<file path="config.mk">
export PLATFORM = sky130hd
export DESIGN_NAME = mmio_map
export DESIGN_NICKNAME = d
export VERILOG_FILES = /design/src/rtl/mmio_map_pkg.sv /design/src/rtl/mmio_regs.sv /design/src/rtl/mmio_map.sv
export SDC_FILE = /design/constraint.sdc
export NUM_CORES = 1
export LEC_CHECK = 0
export BUFFER_PORTS_ARGS = -buffer_cell sky130_fd_sc_hd__buf_2
export CORE_ASPECT_RATIO = 1.75
export CORE_MARGIN = 2
export CORE_UTILIZATION = 40
export DETAILED_ROUTE_END_ITERATION = 10
export PLACE_DENSITY = 0.71
export RECOVER_POWER = 25
export SLEW_MARGIN = 40
export SYNTH_ARGS = -nofsm -noshare
export SYNTH_HDL_FRONTEND = slang
export SYNTH_SLANG_ARGS = --single-unit
</file>
<file path="constraint.sdc">
create_clock -name clk -period 2.2 [get_ports clk]
set_input_delay 0.22 -clock clk [delete_from_list [all_inputs] [get_ports clk]]
set_output_delay 0.22 -clock clk [all_outputs]
set_load 0.1 [all_outputs]
</file>
<file path="src/rtl/mmio_map_pkg.sv">
// Shared constants and types for the load/store router: register offsets,
// the ID word and the response target tag.
package mmio_map_pkg;

  localparam logic [15:0] OFF_ID      = 16'h0000;
  localparam logic [15:0] OFF_LED     = 16'h0008;
  localparam logic [15:0] OFF_CYCLE   = 16'h000C;
  localparam logic [15:0] OFF_SCRATCH = 16'h0010;

  localparam logic [31:0] ID_VALUE = 32'h4D455448;

  typedef enum logic {
    TGT_MEM  = 1'b0,
    TGT_MMIO = 1'b1
  } tgt_e;

endpackage

</file>
<file path="src/rtl/mmio_regs.sv">
// MMIO register bank: ID, LED, free-running CYCLE and SCRATCH, with per-lane
// byte-enable writes and a combinational read mux of the pre-edge values.
module mmio_regs
  import mmio_map_pkg::*;
#(
  parameter int DATA_W         = 32,
  parameter int LED_W          = 8,
  parameter int MMIO_SPAN_LOG2 = 8
) (
  input  logic                      clk,
  input  logic                      rstn,
  input  logic                      wr_en,
  input  logic [MMIO_SPAN_LOG2-1:0] off,
  input  logic [DATA_W-1:0]         wdata,
  input  logic [DATA_W/8-1:0]       we,
  output logic [DATA_W-1:0]         rdata,
  output logic [LED_W-1:0]          led
);

  localparam int LANES = DATA_W / 8;

  localparam logic [MMIO_SPAN_LOG2-1:0] A_ID      = MMIO_SPAN_LOG2'(OFF_ID);
  localparam logic [MMIO_SPAN_LOG2-1:0] A_LED     = MMIO_SPAN_LOG2'(OFF_LED);
  localparam logic [MMIO_SPAN_LOG2-1:0] A_CYCLE   = MMIO_SPAN_LOG2'(OFF_CYCLE);
  localparam logic [MMIO_SPAN_LOG2-1:0] A_SCRATCH = MMIO_SPAN_LOG2'(OFF_SCRATCH);

  logic [LED_W-1:0]  led_q;
  logic [DATA_W-1:0] scratch_q;
  logic [DATA_W-1:0] cycle_q;
  logic [DATA_W-1:0] led_wide;
  logic [DATA_W-1:0] scratch_nxt;

  function automatic logic [DATA_W-1:0] merge_lanes(
    input logic [DATA_W-1:0] old_val,
    input logic [DATA_W-1:0] new_val,
    input logic [LANES-1:0]  lane_en
  );
    logic [DATA_W-1:0] r;
    r = old_val;
    for (int i = 0; i < LANES; i++) begin
      if (lane_en[i]) r[8*i +: 8] = new_val[8*i +: 8];
    end
    return r;
  endfunction

  always_comb begin
    led_wide    = merge_lanes(DATA_W'(led_q), wdata, we);
    scratch_nxt = merge_lanes(scratch_q, wdata, we);
  end

  // Writes land at the accepting edge; CYCLE counts every cycle out of reset.
  always_ff @(posedge clk) begin
    if (!rstn) begin
      led_q     <= '0;
      scratch_q <= '0;
      cycle_q   <= '0;
    end else begin
      cycle_q <= cycle_q + DATA_W'(1);
      if (wr_en && off == A_LED)     led_q     <= led_wide[LED_W-1:0];
      if (wr_en && off == A_SCRATCH) scratch_q <= scratch_nxt;
    end
  end

  always_comb begin
    rdata = '0;
    case (off)
      A_ID:      rdata = DATA_W'(ID_VALUE);
      A_LED:     rdata = DATA_W'(led_q);
      A_CYCLE:   rdata = cycle_q;
      A_SCRATCH: rdata = scratch_q;
      default:   rdata = '0;
    endcase
  end

  assign led = led_q;

endmodule

</file>
<file path="src/rtl/mmio_map.sv">
// Core load/store router: steers each access to data memory or the MMIO
// register bank and returns all read data through one fixed-latency pipeline.
module mmio_map
  import mmio_map_pkg::*;
#(
  parameter int                DATA_W         = 32,
  parameter int                ADDR_W         = 32,
  parameter int                MEM_LATENCY    = 1,
  parameter int                LED_W          = 8,
  parameter logic [ADDR_W-1:0] MMIO_BASE      = 'h10000,
  parameter int                MMIO_SPAN_LOG2 = 8
) (
  input  logic                clk,
  input  logic                rstn,
  input  logic                c_req,
  input  logic [ADDR_W-1:0]   c_addr,
  input  logic [DATA_W-1:0]   c_din,
  input  logic [DATA_W/8-1:0] c_we,
  output logic                c_rvalid,
  output logic [DATA_W-1:0]   c_dout,
  output logic                m_req,
  output logic [ADDR_W-1:0]   m_addr,
  output logic [DATA_W-1:0]   m_din,
  output logic [DATA_W/8-1:0] m_we,
  input  logic [DATA_W-1:0]   m_dout,
  output logic [LED_W-1:0]    led
);

  logic              hit;
  logic              rd_acc;
  logic              mmio_wr;
  logic [DATA_W-1:0] mmio_rdata;

  logic              vld_p [MEM_LATENCY];
  tgt_e              tgt_p [MEM_LATENCY];
  logic [DATA_W-1:0] dat_p [MEM_LATENCY];

  assign hit     = (c_addr >> MMIO_SPAN_LOG2) == (MMIO_BASE >> MMIO_SPAN_LOG2);
  assign rd_acc  = c_req & ~(|c_we);
  assign mmio_wr = c_req & hit & (|c_we);

  // Memory pass-through; requests are suppressed while reset is held.
  assign m_req  = c_req & ~hit & rstn;
  assign m_addr = c_addr;
  assign m_din  = c_din;
  assign m_we   = hit ? '0 : c_we;

  mmio_regs #(
    .DATA_W         (DATA_W),
    .LED_W          (LED_W),
    .MMIO_SPAN_LOG2 (MMIO_SPAN_LOG2)
  ) u_regs (
    .clk   (clk),
    .rstn  (rstn),
    .wr_en (mmio_wr),
    .off   (c_addr[MMIO_SPAN_LOG2-1:0]),
    .wdata (c_din),
    .we    (c_we),
    .rdata (mmio_rdata),
    .led   (led)
  );

  // Response pipeline, stage 0 captured at the accepting edge.
  always_ff @(posedge clk) begin
    if (!rstn) begin
      for (int i = 0; i < MEM_LATENCY; i++) vld_p[i] <= 1'b0;
    end else begin
      vld_p[0] <= rd_acc;
      for (int i = 1; i < MEM_LATENCY; i++) vld_p[i] <= vld_p[i-1];
    end
  end

  always_ff @(posedge clk) begin
    tgt_p[0] <= hit ? TGT_MMIO : TGT_MEM;
    dat_p[0] <= mmio_rdata;
    for (int i = 1; i < MEM_LATENCY; i++) begin
      tgt_p[i] <= tgt_p[i-1];
      dat_p[i] <= dat_p[i-1];
    end
  end

  // Output stage: memory data is aligned with the last pipeline stage.
  assign c_rvalid = vld_p[MEM_LATENCY-1] & rstn;

  always_comb begin
    c_dout = '0;
    if (c_rvalid) begin
      c_dout = (tgt_p[MEM_LATENCY-1] == TGT_MMIO) ? dat_p[MEM_LATENCY-1] : m_dout;
    end
  end

endmodule

</file>
==> results of run 1 <==
==> Yosys cell counts (9+ instances only) <==
cell type  instances  area, um^2
nor4_1            12       75.07
a21oi_1           16       80.08
buf_4             64       480.5
nand2_1           96       360.4
a22o_1            19       166.4
or4_1             18       135.1
nor2_1            49       183.9
inv_1              9       33.78
mux2i_1           75       750.7
o31ai_1           11       82.58
clkbuf_1          26       97.59
a221o_1           12       120.1
nand3_1            9       45.04
dfxtp_1          106        2122
==> per-layer routing <==
| layer | wire length, um | global-route usage |
|---|---|---|
| met1 | 5115 | 0.2088 |
| met2 | 7990 | 0.3884 |
| met3 | 793 | 0.02792 |
| met4 | 216 | 0.06638 |
| met5 | 0 | 0 |
==> registers in the layout (all words and copies together) (netlist names) <==
register and flops:
u_regs.cycle_q 32, u_regs.scratch_q 32, vld_p 1, u_regs.led 8
dat_p 32, tgt_p 1
==> worst paths after layout <==
path | startpoint | end | slack (ns) | cells past startpoint
min | c_din[29] | u_regs.scratch_q[29] | 0.12 | 3
min reg2reg | u_regs.scratch_q[11] | u_regs.scratch_q[11] | 0.46 | 2
max reg2reg | u_regs.cycle_q[21] | u_regs.cycle_q[31] | 0.12 | 4
max | u_regs.cycle_q[21] | u_regs.cycle_q[31] | 0.12 | 4
==> area by class of cell <==
class	instances	area, um^2	share of cell area
inverters	10	37.54	0.005199
flip-flops and latches	106	2123	0.2941
repair buffers	250	1861	0.2577
multi-input cells	383	2646	0.3666
well taps	171	214.0	0.02964
clock inverters	7	112.6	0.01560
clock buffers	9	225.2	0.03120
==> power breakdown <==
group	internal [mW]	total, mW	switching (mW)	leakage [nW]
sequential	1.92	1.93	0.00392	0.855
clock	1.02	1.77	0.754	0.161
combinational	0.143	0.804	0.661	1.75
==> worst reg2reg max path, stage by stage (launching register included) <==
cell     delay (ns)
dfxtp_1        0.44
nand4_1        0.19
or4_1          0.70
or4_1          0.52
a21oi_1        0.15
==> per-stage QoR <==
| stage | instances | setup TNS [ns] |
|---|---|---|
| global route | 936 | 0 |
| finish | 936 | 0 |
| detailed placement | 920 | -0.1290 |
| CTS | 936 | 0 |
| global placement | 920 | 0 |
| floorplan | 596 | -1.181 |
==> cells in the final DEF, fill, tap and decap left out, drive strengths merged, types with 2 or more instances in the layout <==
master | synthesis | routed
buf | 71 | 196
dfxtp | 106 | 106
nand2 | 96 | 96
mux2i | 75 | 75
clkbuf | 26 | 63
nor2 | 49 | 49
or4 | 20 | 20
a22o | 19 | 19
nor4 | 17 | 17
a21oi | 16 | 16
a221o | 12 | 12
o31ai | 11 | 11
inv | 9 | 11
nand3 | 9 | 9
nand4 | 8 | 8
xnor2 | 7 | 7
nand2b | 6 | 6
a21o | 5 | 5
nor2b | 4 | 4
nor3 | 4 | 4
xor2 | 4 | 4
o21ai | 3 | 3
or3 | 3 | 3
or2 | 3 | 3
clkinv | 1 | 3
nor4b | 2 | 2
and4 | 2 | 2
bufinv | 0 | 2
==> cells by family after synthesis <==
kind of cell | synth area share
and+or+nand+nor | 0.2173
buffers and inverters | 0.1221
DFF | 0.3989
muxes | 0.1411
AOI/OAI and AO/OA | 0.1002
xor gates and xnor gates | 0.01811
adders and majority gates | 0.002351
==> impl_metrics.yaml, run 1 <==
timing:
  drv_slew: 0
  rsz0062_at_grt: "no"
  slew_headroom: 0.2184
  fin_ws_ns: 0.1198
  final-hold-violation-count: 0
  fin_hold_ws_ns: 0.1234
  min_period_over_period: 0.9455
  min_period_ns: 2.080
  max_freq_ghz: 0.4807
  clock_skew_ns: 0.01088
  setup_viol: 0
  worst_pin_slew_ns: 1.177
yosys:
  synth_seq_area_share: 0.3989
  synth_edf_count: 0
  async_reset_ff_frac: 0
  synth_nets: 700
  avgSynthCellArea_um2: 8.926
  synth_cell_types: 39
  netlist_area_um2: 5320
  syn-instance-count: 596
  ys_ff_latch: 106
  synth_ff_type: "dfxtp_1"
  ys.warnings.count: 0
power_and_ir_drop:
  leakagePower_nw: 2.764
  cellPowerDensity_nw_per_um2: 624.0
  irDropWorstVdd_mv: 0.4735
  total_power_mw: 4.505
placed_design:
  io_buffer_count: 212
  place.gp.congestion: 0.8465
  place_ws_ns: -0.03011
  dpl-instance-area_um2: 6943
  dp_hpwl_um: 11130
setup_path:
  worst-path-max-fanout: 8
  cp_data_arrival_time_ns: 2.37
  cp.buffers_inverters: 0
  crit_top_cell: "or4_1"
  criticalPathCategory: "reg -> reg"
  end_kind: "register"
  cp_top_family: "simple AND/OR/NAND/NOR gates"
  slowest_delay_ns: 0.70
  start_kind: "register"
  cp.required_ns: 2.49
  crit_path_top_delay_cell: "or4_1"
  path_cells: "nand4_1 -> or4_1 -> or4_1 -> a21oi_1"
drt:
  drtAntennaViolNets: 0
  drt_first_pass_iters: 5
  totalWireLength_um: 14120
  wl_per_cell_um: 15.08
  routed_via_density: 5.129
  drtIter0Drc: 215
  drc: 0
  dr_total_vias: 4801
layout:
  drive_gt1_frac: 0.3399
  nets: 864
  fin_area_um2: 7219
  num_antenna_cells: 0
  fillCellCount: 1236
  utilization: 0.5580
  syn2layout_area_growth_pct: 35.70
floorplanning:
  rows: 55
  io_pins: 213
  initial_core_util: 0.4112
  fp.coreArea_um2: 12940
  die-area_um2: 14280
  dieWidth_um: 91.18
  dieHeight_um: 156.6
global_route:
  grt_start_max_net_pins: 57
  grt.total_usage: 0.1965
  grt-ovfl-total: 0
  grt_pass1_wl_um: 22570
  grt_pass1_vias: 4644
  antenna_found_initial: 0
cts:
  cts_resized: 0
  cts_sinks: 106
  clockBufferDepth: 2
  post_cts_buffers: 0
  cts_tree: "built"
  root_buffer: "clkbuf_16"
  cts_buffers: 9
  h-tree-depth: 3
  clk-insertion-delay-late_ns: 0.35
  path_clk_slew_ns: 0.07
  cts_hold_buf: 0
min_path:
  hold_class: "in -> reg"
run_status:
  status: "finished clean"
job:
  maxCapViolCount: 0
(Power assumes the default switching activity.)
==> run 2, diff against run 1 <==
--- a/config.mk
+++ b/config.mk
@@ -8,9 +8,8 @@
 export BUFFER_PORTS_ARGS = -buffer_cell sky130_fd_sc_hd__buf_2
 export CORE_ASPECT_RATIO = 1.75
 export CORE_MARGIN = 2
-export CORE_UTILIZATION = 40
+export CORE_UTILIZATION = 35
 export DETAILED_ROUTE_END_ITERATION = 10
-export PLACE_DENSITY = 0.71
 export RECOVER_POWER = 25
 export SLEW_MARGIN = 40
 export SYNTH_ARGS = -nofsm -noshare
==> run 2 against run 1 <==
Against the previous run: via count fell by 2.3%; fmax is 0.87% lower; clock power down 11%; non-clock buffer count decreased by 10; hold slack worse by 0.0016 ns; design area is 1.1% lower; critical path type unchanged; sequential power about the same; routed wire length decreased by 1.8%; combinational power barely moved; die area increased by 14%.
==> impl_metrics.yaml, run 2 (synthesized netlist as in run 1, its figures left out) <==
run_status:
  status: "finished clean"
layout:
  final_cell_mix: "buf_2, dfxtp_1, nand2_1, mux2i_1, clkbuf_1"
  fillCellCount: 1451
  syn2layout_area_growth_pct: 34.22
  mostFrequentLayoutCell: "buf_2"
  drive_gt1_frac: 0.3338
  num_antenna_cells: 0
  nets: 854
  reg.largest.list: "dat_p: 32 flops, u_regs.cycle_q: 32 flops, u_regs.scratch_q: 32 flops"
  utilization: 0.4812
timing:
  drv_slew: 0
  min_period_ns: 2.098
  rsz0062_at_grt: "no"
  setup_viol: 0
  worst_pin_slew_ns: 1.182
  min_period_over_period: 0.9538
  clock_skew_ns: 0.009225
  slew_headroom: 0.2156
  fin_ws_ns: 0.1017
  final-hold-violation-count: 0
  max_freq_ghz: 0.4766
setup_path:
  end_kind: "register"
  regToRegSetupSlack_ns: 0.10
  crit_start: "u_regs.cycle_q[20]"
  criticalPathCategory: "reg -> reg"
  critPathCapture: "u_regs.cycle_q[28]"
  r2r-end: "u_regs.cycle_q[28]"
  reg2reg_from: "u_regs.cycle_q[20]"
  worst-path-max-fanout: 7
  cp_data_arrival_time_ns: 2.35
  rr_worst_depth: 4
  cp.required_ns: 2.45
  start_kind: "register"
floorplanning:
  dieHeight_um: 167.1
  rows: 59
  die-area_um2: 16240
  io_pins: 213
  initial_core_util: 0.3585
  fp.coreArea_um2: 14840
  dieWidth_um: 97.20
global_route:
  grt-ovfl-total: 0
  antenna_found_initial: 0
  grt_pass1_wl_um: 22020
  grt_start_max_net_pins: 57
  grt_pass1_vias: 4613
  grt.total_usage: 0.1639
cts:
  cts_hold_buf: 0
  clk-insertion-delay-late_ns: 0.35
  root_buffer: "clkbuf_16"
  cts_sinks: 106
  cts_buffers: 9
  clockBufferDepth: 2
  path_clk_slew_ns: 0.07
  h-tree-depth: 3
  cts_tree: "built"
placed_design:
  io_buffer_count: 212
  place_ws_ns: -0.03375
  place.gp.congestion: 0.8039
  dp_hpwl_um: 10890
drt:
  routed_via_density: 5.000
  drtIter0Drc: 142
  totalWireLength_um: 13860
  dr_total_vias: 4690
  drt_first_pass_iters: 4
  drtAntennaViolNets: 0
  wl_per_cell_um: 14.77
  drc: 0
power_and_ir_drop:
  cellPowerDensity_nw_per_um2: 603.7
  leakagePower_nw: 2.703
  irDropWorstVdd_mv: 0.3432
min_path:
  hold_class: "in -> reg"
job:
  maxCapViolCount: 0
run 2: worst min-delay path by stage:
stage | from | endpoint | slack [ns] | depth (start not counted)
3_3_place_gp | u_regs.scratch_q[31] | u_regs.scratch_q[31] | 0.44 | 2
6_report | c_din[24] | u_regs.scratch_q[24] | 0.12 | 3
3_5_place_dp | u_regs.scratch_q[14] | u_regs.scratch_q[14] | 0.45 | 2
5_1_grt | c_din[18] | u_regs.scratch_q[18] | 0.12 | 3
4_1_cts | c_din[24] | u_regs.scratch_q[24] | 0.11 | 3
2_1_floorplan | c_din[10] | u_regs.scratch_q[10] | 0.36 | 2
run 2: stage by stage:
stage                     setup TNS, ns  hold slack, ns  total power [mW]  std cells  cell area [um^2]
after global placement                0          0.4428             2.781        922              6895
after global routing                  0          0.1162             4.466        938              7141
after floorplan                  -1.181          0.3621             2.664        596              5395
after CTS                             0          0.1138             4.359        938              7197
after detailed placement       -0.09669          0.4474             2.787        922              6895
final                                 0          0.1218             4.311        938              7141
run 2: cell type report:
class	count	area, um^2	share of cell area
tap	183	229.0	0.03207
inverter	10	37.54	0.005257
sequential	106	2123	0.2974
multi-input combinational	383	2653	0.3715
timing repair buffer	240	1800	0.2521
clock inverter	7	72.57	0.01016
clock buffer	9	225.2	0.03154
run 2: critical path, stage by stage (launching register included):
cell     delay, ns
dfxtp_1       0.46
nand4_1       0.22
or4_1         0.67
or4_1         0.50
a21oi_1       0.16
run 2: layer usage:
metal / share of wire / track usage / wire length [um]
met1: 0.38 / 0.1764 / 5216
met5: 0 / 0 / 0
met4: 0.027 / 0.06920 / 370
met3: 0.049 / 0.02713 / 674
met2: 0.55 / 0.3113 / 7594
run 2: power by group:
group	internal (mW)	switching, mW
combinational	0.142	0.659
clock	0.800	0.784
sequential	1.92	0.00353
run 2: repair_timing:
action | 4_1_cts | 5_1_grt
setup buffers | 0 | 0
pin swaps | 0 | 1
resized for setup | 1 | 3
setup endpoints to repair | 2 | 7
==> run 3, diff against run 2 <==
--- a/config.mk
+++ b/config.mk
@@ -5,6 +5,7 @@
 export SDC_FILE = /design/constraint.sdc
 export NUM_CORES = 1
 export LEC_CHECK = 0
+export ABC_AREA = 1
 export BUFFER_PORTS_ARGS = -buffer_cell sky130_fd_sc_hd__buf_2
 export CORE_ASPECT_RATIO = 1.75
 export CORE_MARGIN = 2
==> run 3 against run 2 <==
Against the previous run: clock-buffer cell count rose by 3; highest routed layer is now met5; largest power group unchanged; sequential share of layout area fell by 2.4 points; hold slack improved by 0.0089 ns; sequential power barely moved; critical path depth did not move; largest cell class unchanged; clock skew fell by 0.0037 ns; cell count rose by 40%.
==> impl_metrics.yaml, run 3 <==
cts:
  cts_hold_buf: 0
  cts_buffers: 9
  root_buffer: "clkbuf_16"
  clk-insertion-delay-late_ns: 0.34
  path_clk_slew_ns: 0.07
  cts_sinks: 106
  clockBufferDepth: 2
  h-tree-depth: 3
  cts_tree: "built"
  cts_resized: 0
  post_cts_buffers: 0
setup_path:
  r2r-end: "u_regs.cycle_q[18]"
  reg2reg_from: "u_regs.cycle_q[0]"
  slowest_delay_ns: 0.35
  regToRegSetupSlack_ns: 0.49
  start_kind: "register"
  crit_path_top_delay_cell: "dfxtp_1"
  rr_worst_depth: 10
  cp_data_arrival_time_ns: 1.66
  crit_top_cell: "buf_12"
  path_cells: "nand2_2 -> buf_12 -> a21oi_2 -> buf_12"
  worst-path-max-fanout: 22
  criticalPathCategory: "reg -> out"
  cp.required_ns: 1.98
  cp_top_family: "buffers and inverters"
  end_kind: "output pin"
  cp.buffers_inverters: 2
timing:
  final-hold-violation-count: 0
  drv_slew: 0
  rsz0062_at_grt: "no"
  min_period_over_period: 0.8537
  fin_tns_setup_ns: 0
  clock_skew_ns: 0.005534
  fin_ws_ns: 0.3219
  worst_pin_slew_ns: 1.198
  slew_headroom: 0.2048
  min_period_ns: 1.878
  fin_hold_ws_ns: 0.1307
  setup_viol: 0
  max_freq_ghz: 0.5324
layout:
  reg.largest.list: "dat_p: 32 flops, u_regs.cycle_q: 32 flops, u_regs.scratch_q: 32 flops"
  syn2layout_area_growth_pct: 26.13
  fillCellCount: 1864
  nets: 1180
  seq_area_um2: 2122
  drive_gt1_frac: 0.2361
  mostFrequentLayoutCell: "nand2_1"
  num_antenna_cells: 0
  final_cell_mix: "nand2_1, inv_1, buf_2, dfxtp_1, nor2_1"
  multi_input_area_um2: 2769
  fin_area_um2: 7760
power_and_ir_drop:
  internal_power_mw: 2.975
  p_sw_mw: 1.377
  irDropWorstVdd_mv: 0.4472
  seq_power_share: 0.443
  swShare: 0.3164
  total_power_mw: 4.352
  combPwrFrac: 0.193
  leakagePower_nw: 3.374
  cellPowerDensity_nw_per_um2: 560.9
  clkPwrFrac: 0.364
yosys:
  avgSynthCellArea_um2: 6.545
  async_reset_ff_frac: 0
  synth_cell_types: 36
  syn-instance-count: 940
  netlist_top_cells_area: "dfxtp_1, nand2_1, inv_1, buf_4, nor2_1"
  synth_nets: 1044
  synthTopCellsByCount: "nand2_1, inv_1, dfxtp_1, nor2_1, buf_4"
  yosysTopAreaCellShare: 0.3449
  synth_seq_area_share: 0.3449
  ys_ff_latch: 106
  synth_ff_type: "dfxtp_1"
  ys.warnings.count: 0
  synth_edf_count: 0
  netlist_area_um2: 6152
  yosys.area.top_type: "dfxtp_1"
  yosysMostFrequentCell: "nand2_1"
job:
  maxCapViolCount: 0
drt:
  totalWireLength_um: 18210
  wl_per_cell_um: 13.89
  drc: 0
  dr_total_vias: 5989
  drtIter0Drc: 304
  drt_first_pass_iters: 7
  routed_via_density: 4.568
  drtAntennaViolNets: 0
floorplanning:
  dieWidth_um: 104.2
  io_pins: 213
  initial_core_util: 0.3540
  rows: 64
  die-area_um2: 18700
  dieHeight_um: 179.4
  fp.coreArea_um2: 17380
min_path:
  hold_depth: 3
  hold_class: "in -> reg"
  holdPathEnd: "vld_p[0]"
  hp-start: "c_req"
global_route:
  grt.total_usage: 0.1963
  grt_start_max_net_pins: 39
  grt-ovfl-total: 0
  grt_pass1_vias: 5882
  grt_pass1_wl_um: 29080
  antenna_found_initial: 1
run_status:
  status: "finished clean"
placed_design:
  dpl-instance-area_um2: 7555
  dp_hpwl_um: 14670
  place_ws_ns: 0.5308
  place.gp.congestion: 0.9665
  io_buffer_count: 212
## run 3: how the worst max path moves through the flow
stage / from / to / slack, ns / cells past startpoint
floorplan: tgt_p[0] / c_dout[10] / 0.18 / 5
global placement: c_addr[15] / u_regs.scratch_q[23] / 0.56 / 10
detailed placement: c_addr[15] / u_regs.scratch_q[23] / 0.53 / 10
CTS: vld_p[0] / c_dout[27] / 0.30 / 4
global route: c_addr[15] / u_regs.led[5] / 0.16 / 10
finish: vld_p[0] / c_dout[27] / 0.32 / 4
## run 3: power groups by stage
stage                     combinational (mW)  clock, mW  sequential [mW]
after floorplan                        0.731          0             1.97
after global placement                 0.853          0             1.97
after detailed placement               0.855          0             1.97
after CTS                              0.856       1.61             1.93
after global routing                   0.881       1.68             1.93
final                                  0.841       1.58             1.93
## run 3: through the flow
step,utilization,std cells
floorplan,-,940
global placement,0.4348,1296
detailed placement,0.4348,1296
CTS,0.4513,1311
global route,0.4466,1311
finish,0.4466,1311
## run 3: logic make-up (layout without fill, tap and decap cells)
family	Yosys count	in the layout	synth area share
AO/OA/AOI/OAI	104	104	0.09843
XOR/XNOR	1	1	0.001424
adder cells (fa/ha/maj)	1	1	0.002033
buffers and inverters	282	422	0.2219
flip-flops	106	106	0.3449
AND/OR/NAND/NOR	446	446	0.3313
## run 3: layout make-up
cell class / instances / share of cell area
sequential: 106 / 0.2735
clock inverter: 3 / 0.005160
multi-input combinational: 552 / 0.3568
clock buffer: 12 / 0.03176
timing repair buffer: 226 / 0.2077
tap: 231 / 0.03725
inverter: 181 / 0.08787
## run 3: routing by layer
metal | global-route usage | wire length [um]
met1 | 0.2066 | 7133
met2 | 0.3843 | 9657
met3 | 0.03219 | 818
met4 | 0.08108 | 591
met5 | 0 | 13
## run 3: worst min-delay path, cell delays in order
cell and delay (ns):
buf_2 0.11, nand2_1 0.06, nor2_1 0.04
